File: config.mk
export PLATFORM = sky130hd
export DESIGN_NAME = p_uart_recv
export DESIGN_NICKNAME = d
export VERILOG_FILES = /design/src/rtl/p_uart_recv.sv
export SDC_FILE = /design/constraint.sdc
export NUM_CORES = 1
export LEC_CHECK = 0
export BUFFER_PORTS_ARGS = -buffer_cell sky130_fd_sc_hd__buf_4
export CORE_UTILIZATION = 55
export DETAILED_ROUTE_END_ITERATION = 10
export GPL_TIMING_DRIVEN = 0
export PLACE_DENSITY_LB_ADDON = 0.25
export REMOVE_ABC_BUFFERS = 1
export SETUP_SLACK_MARGIN = 0.4
export SLEW_MARGIN = 20
export SYNTH_ARGS = -nofsm -noshare
export SYNTH_HDL_FRONTEND = slang
export SYNTH_SLANG_ARGS = --single-unit
File: constraint.sdc
create_clock -name sys_clk -period 19.3 [get_ports sys_clk]
set_input_delay 2.895 -clock sys_clk [delete_from_list [all_inputs] [get_ports sys_clk]]
set_output_delay 2.895 -clock sys_clk [all_outputs]
set_load 0.005 [all_outputs]
File: src/rtl/p_uart_recv.sv
//==============================================================================
// Module      : p_uart_recv
// Description : Packet UART receiver. Deserialises 8N1 bytes from uart_rxd
//               and packs 16 consecutive bytes into a 128-bit word, byte k in
//               uart_data[8k+7:8k]. A full packet is presented with a
//               one-cycle uart_done pulse.
// Ports       : sys_clk     - system clock
//               sys_rst     - asynchronous active-high reset
//               uart_rxd    - serial input, idle high, asynchronous
//               uart_done   - one-cycle pulse, uart_data holds a new packet
//               uart_data   - last complete packet, byte 0 in [7:0]
//               rx_busy     - high while a byte frame is in progress
//               rx_byte_cnt - bytes of the current packet received (0..15)
//               frame_err   - one-cycle pulse, bad stop bit, byte dropped
//               rx_timeout  - one-cycle pulse, partial packet discarded
// Options     : define P_UART_RECV_TIMEOUT_EN to discard partial packets
//               after TIMEOUT_BITS idle bit-times (otherwise rx_timeout = 0).
// Revision    : 1.0 - initial release
//==============================================================================
`default_nettype none

module p_uart_recv #(
    parameter int CLK_FREQ     = 50000000,
    parameter int UART_BPS     = 9600,
    parameter int TIMEOUT_BITS = 20
) (
    input  logic         sys_clk,
    input  logic         sys_rst,
    input  logic         uart_rxd,
    output logic         uart_done,
    output logic [127:0] uart_data,
    output logic         rx_busy,
    output logic [3:0]   rx_byte_cnt,
    output logic         frame_err,
    output logic         rx_timeout
);

    localparam int c_BPS_CNT = CLK_FREQ / UART_BPS;
    localparam int c_CNT_W   = (c_BPS_CNT > 1) ? $clog2(c_BPS_CNT) : 1;
    localparam logic [c_CNT_W-1:0] c_CNT_MAX  = c_CNT_W'(c_BPS_CNT - 1);
    localparam logic [c_CNT_W-1:0] c_CNT_HALF = c_CNT_W'(c_BPS_CNT / 2);

    typedef enum logic [1:0] {
        IDLE  = 2'd0,
        START = 2'd1,
        DATA  = 2'd2,
        STOP  = 2'd3
    } state_t;

    state_t               r_state;
    state_t               w_state_nxt;
    logic                 r_rxd_d0;
    logic                 r_rxd_d1;
    logic [c_CNT_W-1:0]   r_clk_cnt;
    logic [2:0]           r_bit_cnt;
    logic [7:0]           r_shift;
    logic [127:0]         r_shadow;
    logic                 w_start_edge;
    logic                 w_sample;
    logic                 w_stop_ok;
    logic                 w_stop_bad;
    logic                 w_to_fire;

    // Two-flop synchroniser; idles high so reset release is not a start edge.
    always_ff @(posedge sys_clk or posedge sys_rst) begin
        if (sys_rst) begin
            r_rxd_d0 <= 1'b1;
            r_rxd_d1 <= 1'b1;
        end else begin
            r_rxd_d0 <= uart_rxd;
            r_rxd_d1 <= r_rxd_d0;
        end
    end

    assign w_start_edge = r_rxd_d1 & ~r_rxd_d0;
    assign w_sample     = (r_clk_cnt == c_CNT_HALF);
    assign w_stop_ok    = (r_state == STOP) && w_sample &&  r_rxd_d0;
    assign w_stop_bad   = (r_state == STOP) && w_sample && !r_rxd_d0;
    assign rx_busy      = (r_state != IDLE);

    always_ff @(posedge sys_clk or posedge sys_rst) begin
        if (sys_rst) r_state <= IDLE;
        else         r_state <= w_state_nxt;
    end

    always_comb begin
        w_state_nxt = r_state;
        case (r_state)
            IDLE:  if (w_start_edge) w_state_nxt = START;
            // A start bit that is high again at mid-bit was a glitch.
            START: if (w_sample) w_state_nxt = r_rxd_d0 ? IDLE : DATA;
            DATA:  if (w_sample && (r_bit_cnt == 3'd7)) w_state_nxt = STOP;
            // Leave at mid stop bit so the next start edge is not missed.
            STOP:  if (w_sample) w_state_nxt = IDLE;
            default: w_state_nxt = IDLE;
        endcase
    end

    // Bit-period counter, held at 0 in IDLE so it is phase-locked to the
    // start edge, then free-running across bit boundaries.
    always_ff @(posedge sys_clk or posedge sys_rst) begin
        if (sys_rst) begin
            r_clk_cnt <= '0;
        end else if ((r_state == IDLE) || (r_clk_cnt == c_CNT_MAX)) begin
            r_clk_cnt <= '0;
        end else begin
            r_clk_cnt <= r_clk_cnt + 1'b1;
        end
    end

    always_ff @(posedge sys_clk or posedge sys_rst) begin
        if (sys_rst) begin
            r_bit_cnt <= 3'd0;
            r_shift   <= 8'd0;
        end else if (r_state == START) begin
            r_bit_cnt <= 3'd0;
        end else if ((r_state == DATA) && w_sample) begin
            r_bit_cnt <= r_bit_cnt + 3'd1;
            r_shift   <= {r_rxd_d0, r_shift[7:1]};
        end
    end

`ifdef P_UART_RECV_TIMEOUT_EN
    localparam int c_TO_LIMIT = TIMEOUT_BITS * c_BPS_CNT;
    localparam int c_TO_W     = $clog2(c_TO_LIMIT + 1);

    logic [c_TO_W-1:0] r_to_cnt;

    assign w_to_fire = (r_state == IDLE) && (rx_byte_cnt != 4'd0) &&
                       !w_start_edge && (r_to_cnt == c_TO_W'(c_TO_LIMIT));

    always_ff @(posedge sys_clk or posedge sys_rst) begin
        if (sys_rst) begin
            r_to_cnt <= '0;
        end else if (w_start_edge || (r_state != IDLE) ||
                     (rx_byte_cnt == 4'd0) || w_to_fire) begin
            r_to_cnt <= '0;
        end else begin
            r_to_cnt <= r_to_cnt + 1'b1;
        end
    end

    always_ff @(posedge sys_clk or posedge sys_rst) begin
        if (sys_rst) rx_timeout <= 1'b0;
        else         rx_timeout <= w_to_fire;
    end
`else
    assign w_to_fire  = 1'b0;
    // Constant 0; TIMEOUT_BITS only has meaning when the timeout is built.
    assign rx_timeout = (TIMEOUT_BITS < 0);
`endif

    // Packet assembly. The completing byte is merged straight into
    // uart_data so the word and its done pulse appear together.
    always_ff @(posedge sys_clk or posedge sys_rst) begin
        if (sys_rst) begin
            r_shadow    <= '0;
            uart_data   <= '0;
            uart_done   <= 1'b0;
            frame_err   <= 1'b0;
            rx_byte_cnt <= 4'd0;
        end else begin
            uart_done <= 1'b0;
            frame_err <= 1'b0;
            if (w_stop_ok) begin
                r_shadow[{rx_byte_cnt, 3'b000} +: 8] <= r_shift;
                rx_byte_cnt <= rx_byte_cnt + 4'd1;
                if (rx_byte_cnt == 4'd15) begin
                    uart_data <= {r_shift, r_shadow[119:0]};
                    uart_done <= 1'b1;
                end
            end else if (w_stop_bad) begin
                frame_err <= 1'b1;
            end else if (w_to_fire) begin
                r_shadow    <= '0;
                rx_byte_cnt <= 4'd0;
            end
        end
    end

endmodule

`default_nettype wire

# Word-level counts from Yosys, hierarchy flattened

Cells that the tools add are included.

Add/subtract/negate cells: 4
Equal/unequal tests: 11
Shifts and indexed selects: 2
Mux-type cells: 14
Bitwise operators: 3
Reduce and logical (&&, ||, !) cells: 13

Operators with widths:

| cell                                                                    | number |
|---|---|
| 128-bit bitwise mux                                                     | 1 |
| 8-bit by 9-bit variable shift with 128-bit output, first input constant | 1 |
| 8-bit by 9-bit variable part select with 128-bit output                 | 1 |
| 13-bit by 1-bit adder with 13-bit output, second input constant         | 1 |
| 13-bit by 12-bit equality test with 1-bit output, second input constant | 1 |
| 13-bit equality test, second input constant                             | 1 |
| 13-bit 2-to-1 mux                                                       | 1 |
| 2-bit 2-to-1 mux                                                        | 5 |
| 7-bit negation with 9-bit output                                        | 1 |
| 2-bit inequality test, second input constant                            | 4 |
| 2-bit one-hot mux with 4 select lines                                   | 1 |
| 3-bit 2-to-1 mux                                                        | 2 |
| 1-bit logical AND                                                       | 5 |
| 4-bit by 1-bit adder with 4-bit output, second input constant           | 1 |
| 2-bit equality test, second input constant                              | 2 |
| 4-bit equality test, second input constant                              | 1 |
| 1-bit 2-to-1 mux                                                        | 4 |
| 2-bit AND reduction                                                     | 2 |
| 4-bit AND reduction                                                     | 1 |
| 2-bit nonzero test                                                      | 2 |
| 3-bit by 1-bit adder with 3-bit output, second input constant           | 1 |
| 3-bit equality test, second input constant                              | 1 |
| 2-bit by 1-bit equality test with 1-bit output, second input constant   | 1 |
| 2-bit logical NOT                                                       | 1 |
| 4 further kinds                                                         | 5 |

Bits in registers: 290
Input port bits: 3
Output and inout bits: 136
Logic and storage cells: 58

# Depth between registers and ports, before layout

Gate-level depths: netlist (run 1).

Depth after elaboration: 5
Gate-level depth with buffers: 9
Gate-level depth less buffers: 6

# Worst setup path after synthesis (run 1)

Ideal clock, no wire load.

Path type: register -> output
Start: reg (tool-made name)
End: out rx_busy
Arrival: 0.762 ns
Required time: 16.405 ns
Path slack: 15.643 ns
Cell stages (with the launch flop): 4
Buffers on the path: 1
Cell sequence: dfrtp_1 > clkbuf_1 > nor2_1 > inv_1

RTL lines:

| element       | RTL line | RTL |
|---|---|---|
| end, declared | 32       | `output logic rx_busy,` |

# Final worst setup path (run 1)

Start: reg r_state[0]
End: out rx_busy

Longest elaborated chain between the ends: 1

Ends and longest elaborated chain:

| element                | RTL line | RTL |
|---|---|---|
| start, declared        | 50       | `state_t r_state;` |
| start signal, assigned | 83       | `else r_state <= w_state_nxt;` |
| 2-bit nonzero test     | 79       | `assign rx_busy = (r_state != IDLE);` |

No other way between the ends.

==> results.cfg, run 1 <==
[power]
power_mw = 1.211
switching_share_pct = 20.98
combPwrFrac_pct = 3.0
ir_drop_mv = 0.06657
p_sw_uw = 254.0
seqPwrFrac_pct = 50.3
p_int_uw = 956.8
power_density_mw_per_mm2 = 89.21
leakage_nw = 7.105
clock_power_share_pct = 46.7

[floorplan]
die_x_um = 145.1
dieArea_mm2 = 0.02105
fp.coreArea_mm2 = 0.01978
dieHeight_um = 145.1
start_util_pct = 56.93
ios = 139
placementRows = 51

[worst_setup_path]
cp-start-kind = flip-flop
path_max_fanout = 13
path_cells = nor2_1 > inv_1 > buf_4
cp_slowest_stage_delay_ps = 500
end_kind = primary output
regToRegSetupSlack_ps = 16170
cp_slowest_cell = dfrtp_1
critPathRequiredTime_ps = 16410
critical_path_class = reg2out
cp_data_arrival_time_ps = 1620

[clock_tree]
cts_root_buffer = clkbuf_16
cts_tree = built
clkSinkCount = 282
clk_pin_slew_ps = 70
post_cts_resized = 0
cts_max_path_buffers = 3
ctsHoldBuffers = 0
post-cts-setup-buffer-count = 0
cts_buffers = 28
htreeDepth = 1
clkLatencyLatePin_ps = 530

[global_routing]
overflow = 0
antenna_found_initial = 0
grt_max_degree = 99
grt_first_pass_wirelength_um = 36610
track_usage_pct = 21.74
grt_pass1_vias = 6703

[timing]
max_freq_ghz = 0.2214
drv_slew = 0
period_needed_ps = 4516
final-hold-violation-count = 0
skew_ps = 9.494
whs_ps = 390.4
setup_violations = 0
tns_ps = 0
rsz0062_at_grt = no
fin_crit_sh_pct = 23.40
worst_pin_slew_ps = 915.8
maxSlewHeadroom_pct = 38.07

[synth]
synth_edf_count = 0
syn-cell-area_mm2 = 0.01126
ys_seq_elements = 282
yosys_most_used_dff = dfrtp_1
synth_async_sr_flop_share_pct = 100.0
seq_area_frac_synth_pct = 62.69
post_synth_num_cell_types = 43
ys.warnings.count = 0
avgSynthCellArea_um2 = 15.38
netlist_instances = 732

[finish]
fin_nets = 879
n_antenna_cell = 0
num-fill-cells = 1379
areaGrowthSynthToFinish_pct = 20.52
fin_cells = 1153
drive_gt1_share_pct = 52.59
fin_util_pct = 68.61

[detailed_routing]
drt-total-wl_um = 22390
vias_per_cell = 5.465
ant_nets = 0
num_vias = 6301
dr.pass1.iters = 4
drt_iter0_drc = 260
wl_per_cell_um = 19.42
remaining_drc_errors = 0

[min_path]
hp-class = reg2reg

[placement]
portBuffers = 137
gp_congestion = 0.8141
dp_cells = 1103
dp_hpwl_um = 14720

[flow_run]
maxCapViolations = 0

[run_status]
status = finished clean
[layout by cell type (no fill, tap or decap), types with 4 or more instances in the layout]
cell type and instances:
and3_1 14, and2_1 8, nand4_2 6, nand2_1 12, dfrtp_1 280, nand4_1 7
xor2_1 4, nor2_1 21, clkinv_2 5, clkbuf_8 5, ha_1 8, clkbuf_16 29
o21ai_0 5, nor3_1 6, buf_4 137, inv_1 8, nand3_1 8, mux2_2 254
xnor2_1 14, bufinv_16 4
[power by group through the flow]
stage,Combinational [mW],Clock [mW],Sequential (mW)
floorplan,0.0281,0,0.617
CTS,0.0370,0.576,0.608
detailed placement,0.0371,0,0.619
global placement,0.0332,0,0.619
finish,0.0361,0.566,0.609
global route,0.0420,0.601,0.609
[worst max-delay path: cells and delay by family (launching register included)]
| family | cells | cell delay (ps) |
|---|---|---|
| buffers and inverters | 2 | 300 |
| DFF | 1 | 500 |
| and+or+nand+nor | 1 | 290 |
[final cells by class]
class	instances	area (um2)	area share [%]
tap	265	331.6	2.443
inverter	9	41.29	0.3042
sequential	282	7059	52.01
clock buffer	37	805.8	5.937
multi-input combinational	403	3981	29.34
clock inverter	13	176.4	1.300
timing repair buffer	144	1176	8.666
[logic make-up (layout without fill, tap and decap cells)]
kind of cell / count (synthesis) / in the layout / share of synthesized area, %
simple gates: 106 / 106 / 6.367
fa+ha+maj: 8 / 8 / 0.8889
buf+inv: 47 / 203 / 2.144
other cells: 1 / 1 / 0.03330
flops: 282 / 282 / 62.69
xor+xnor: 18 / 18 / 1.400
compound gates: 12 / 12 / 0.6889
mux: 258 / 258 / 25.79
[cell usage after synthesis (7+ instances only)]
cell	n	area (um2)
dfrtp_1	280	7007
mux2_2	254	2860
nor2_1	22	82.58
clkbuf_1	16	60.06
buf_4	15	112.6
and3_1	14	87.58
xnor2_1	14	122.6
nand2_1	12	45.04
inv_1	9	33.78
and2_1	8	50.05
ha_1	8	100.1
nand3_1	8	40.04
buf_2	7	35.03
nand4_1	7	43.79
[through the flow]
step | instance area, um2 | setup WS (ps)
after floorplan | 11050 | 8629
after global placement | 12410 | 6441
after detailed placement | 12590 | 15330
after CTS | 13570 | 14810
after global routing | 13570 | 14730
final | 13570 | 14780
[worst paths after layout]
check | from | to | cells after the start
setup / recovery | r_state[0]$_DFFE_PP0P_ | rx_busy | 3
hold / removal | r_rxd_d0$_DFF_PP1_ | r_rxd_d1$_DFF_PP1_ | 0
setup reg to reg | r_clk_cnt[6]$_DFF_PP0_ | uart_data[77]$_DFFE_PP0P_ | 5
hold reg to reg | r_rxd_d0$_DFF_PP1_ | r_rxd_d1$_DFF_PP1_ | 0
max in group asynchronous | sys_rst | r_shadow[83]$_DFFE_PP0P_ | 3
min in group asynchronous | sys_rst | uart_data[72]$_DFFE_PP0P_ | 2
[layer usage]
metal,share of wire [%],GRT usage (%),vias up
met4,2.1,5.789,0
met2,50,36.15,135
li1,-,-,2852
met3,4.5,4.088,33
met1,44,29.44,3281
met5,0,0,-
[sequential cells by signal, indices dropped and copies added, names as in the netlist, named ones only]
name and cells:
r_shadow 120, r_rxd_d0 1, r_rxd_d1 1, uart_done 1
rx_byte_cnt 4, r_bit_cnt 3, r_clk_cnt 13, frame_err 1
r_shift 8, r_state 1, uart_data 128
Note: power is estimated with default switching activity, not from simulation.
==> inputs of run 2 (changes only) <==
--- a/config.mk
+++ b/config.mk
@@ -5,6 +5,7 @@
 export SDC_FILE = /design/constraint.sdc
 export NUM_CORES = 1
 export LEC_CHECK = 0
+export ABC_AREA = 1
 export BUFFER_PORTS_ARGS = -buffer_cell sky130_fd_sc_hd__buf_4
 export CORE_UTILIZATION = 55
 export DETAILED_ROUTE_END_ITERATION = 10
==> constraint.sdc (replaced) <==
create_clock -name sys_clk -period 4.6 [get_ports sys_clk]
set_input_delay 0.69 -clock sys_clk [delete_from_list [all_inputs] [get_ports sys_clk]]
set_output_delay 0.69 -clock sys_clk [all_outputs]
set_load 0.005 [all_outputs]
==> results.cfg, run 2 <==
[worst_setup_path]
cp_common_cell = nand2_1
cp_slowest_cell = ha_1
critPathBufInv = 1
cp-start-kind = flip-flop
cp_slowest_stage_delay_ps = 800
path_cells = inv_2 > ha_1 > nand3_1 > nor2_1 > nand2_1 > o21ai_0 > nand2_1
cp_num_cells = 7
critPathRequiredTime_ps = 5040
path_max_fanout = 21
critical_path_class = reg2reg
crit_family = simple AND/OR/NAND/NOR gates
end_kind = flip-flop
reg2reg_depth = 7
cp_data_arrival_time_ps = 3870

[clock_tree]
clk_pin_slew_ps = 70
cts_max_path_buffers = 3
htreeDepth = 1
clkSinkCount = 282
cts_tree = built
cts_buffers = 29
cts_root_buffer = clkbuf_16
clkLatencyLatePin_ps = 550
post_cts_resized = 0
post-cts-setup-buffer-count = 0
ctsHoldBuffers = 0

[synth]
yosys_most_used_dff = dfrtp_1
netlist_instances = 1531
syn-cell-area_mm2 = 0.01271
avgSynthCellArea_um2 = 8.302
ys_seq_elements = 282
synth.largest_area_cell = dfrtp_1
synth_edf_count = 0
ys.warnings.count = 0
synth.most_common_cell = nand2_1
synthTopCellsByCount = nand2_1 (567), dfrtp_1 (280), nand3_1 (277), nor2_1 (136), o21ai_0 (59)
synth_top_area_share_pct = 55.13
post_synth_num_cell_types = 30
synth_top_cells_by_area = dfrtp_1 (55%), nand2_1 (17%), nand3_1 (11%)
seq_area_frac_synth_pct = 55.54
synth_async_sr_flop_share_pct = 100.0

[floorplan]
die_x_um = 154.0
dieArea_mm2 = 0.02372
dieHeight_um = 154.0
fp.coreArea_mm2 = 0.02264
placementRows = 55
start_util_pct = 56.14
ios = 139

[global_routing]
grt.met1_usage_pct = 36.34
overflow = 0
grt_first_pass_wirelength_um = 49380
met3_usage_pct = 3.213
grt_pass1_vias = 9941
grt_max_degree = 129
grt.busiest_layer = met2
met2_usage_pct = 41.19
antenna_found_initial = 0
track_usage_pct = 25.50

[detailed_routing]
ant_nets = 0
remaining_drc_errors = 0
wl_per_cell_um = 15.26
drt-total-wl_um = 29590
num_vias = 10617
dr.pass1.iters = 5
drt_iter0_drc = 707
vias_per_cell = 5.476

[timing]
final-hold-violation-count = 0
skew_ps = 8.578
period_needed_ps = 3438
fin_crit_sh_pct = 74.74
tns_ps = 0
setup_violations = 0
max_freq_ghz = 0.2909
drv_slew = 0
worst_pin_slew_ps = 1040
rsz0062_at_grt = no
maxSlewHeadroom_pct = 30.35

[finish]
regMostFlops = uart_data
n_antenna_cell = 0
final_cell_mix = nand2_1 (567), dfrtp_1 (280), nand3_1 (277)
layout_commonest_cell = nand2_1
fin_cells = 1939
drive_gt1_share_pct = 14.57
reg_top3 = uart_data (128), r_shadow (120), r_clk_cnt (13)
fin_nets = 1642
num-fill-cells = 1958
largest_reg_flops = 128
areaGrowthSynthToFinish_pct = 17.28
multiInputGateArea_mm2 = 0.004955
regArea_mm2 = 0.007059
postLayoutCellArea_mm2 = 0.01491

[placement]
dp_hpwl_um = 19680
dpl_cell_area_mm2 = 0.01393
gp_congestion = 0.8847
dp_cells = 1885
portBuffers = 137

[flow_run]
maxCapViolations = 0

[power]
ir_drop_mv = 0.3231
leakage_nw = 7.996
power_density_mw_per_mm2 = 346.4

[min_path]
hp-class = in2async

[run_status]
status = finished clean
==> run 2: cell type report <==
cell class / count / share of cell area (%)
Clock buffer: 44 / 5.985
Multi-Input combinational cell: 1118 / 33.24
Tap cell: 285 / 2.392
Inverter: 48 / 1.276
Timing Repair Buffer: 152 / 9.200
Clock inverter: 10 / 0.5456
Sequential cell: 282 / 47.36
==> run 2: where the power goes <==
part / internal, mW / switching [mW]
Clock: 1.39 / 0.962
Combinational: 0.0747 / 0.174
Sequential: 2.52 / 0.0465
==> run 2: logic make-up (layout without fill, tap and decap cells) <==
group | after synthesis | count (layout) | synth area share (%)
buffers and inverters | 131 | 254 | 5.867
DFF | 282 | 282 | 55.54
xor gates and xnor gates | 9 | 9 | 0.6793
AOI/OAI and AO/OA | 63 | 63 | 2.500
adders and majority gates | 8 | 8 | 0.7876
other | 1 | 1 | 0.02951
and+or+nand+nor | 1037 | 1037 | 34.59
==> run 2: worst register-to-register path, stage by stage (launching register included) <==
cell     delay (ps)
dfrtp_1         610
inv_2           220
ha_1            800
nand3_1         260
nor2_1          710
nand2_1         370
o21ai_0         270
nand2_1          80
==> run 2: through the flow <==
step	util (%)	power (mW)	setup WS [ps]	hold slack, ps
floorplan	-	2.782	-3866	380.0
global route	65.84	5.348	893.0	145.4
detailed placement	61.54	2.859	1319	391.5
finish	65.84	5.163	1162	126.3
CTS	65.84	5.205	1276	127.3
global placement	59.77	2.836	-7091	388.5
==> run 2: worst paths after layout <==
kind | startpoint | slack, ps | endpoint
worst max-delay path | rx_byte_cnt[0]$_DFFE_PP0P_ | 1160 | r_shadow[112]$_DFFE_PP0P_
worst min-delay path | sys_rst | 130 | uart_data[54]$_DFFE_PP0P_
worst max register to register | rx_byte_cnt[0]$_DFFE_PP0P_ | 1160 | r_shadow[112]$_DFFE_PP0P_
worst min register to register | r_rxd_d0$_DFF_PP1_ | 400 | r_rxd_d1$_DFF_PP1_
max in group asynchronous | sys_rst | 2980 | uart_data[10]$_DFFE_PP0P_
min in group sys_clk | uart_rxd | 250 | r_rxd_d0$_DFF_PP1_
==> run 2: per-layer routing <==
layer  part of all wire (%)  routed length, um
met5                      0                  0
met1                     45              13260
met2                     47              14040
met3                    5.7               1688
met4                    2.0                595
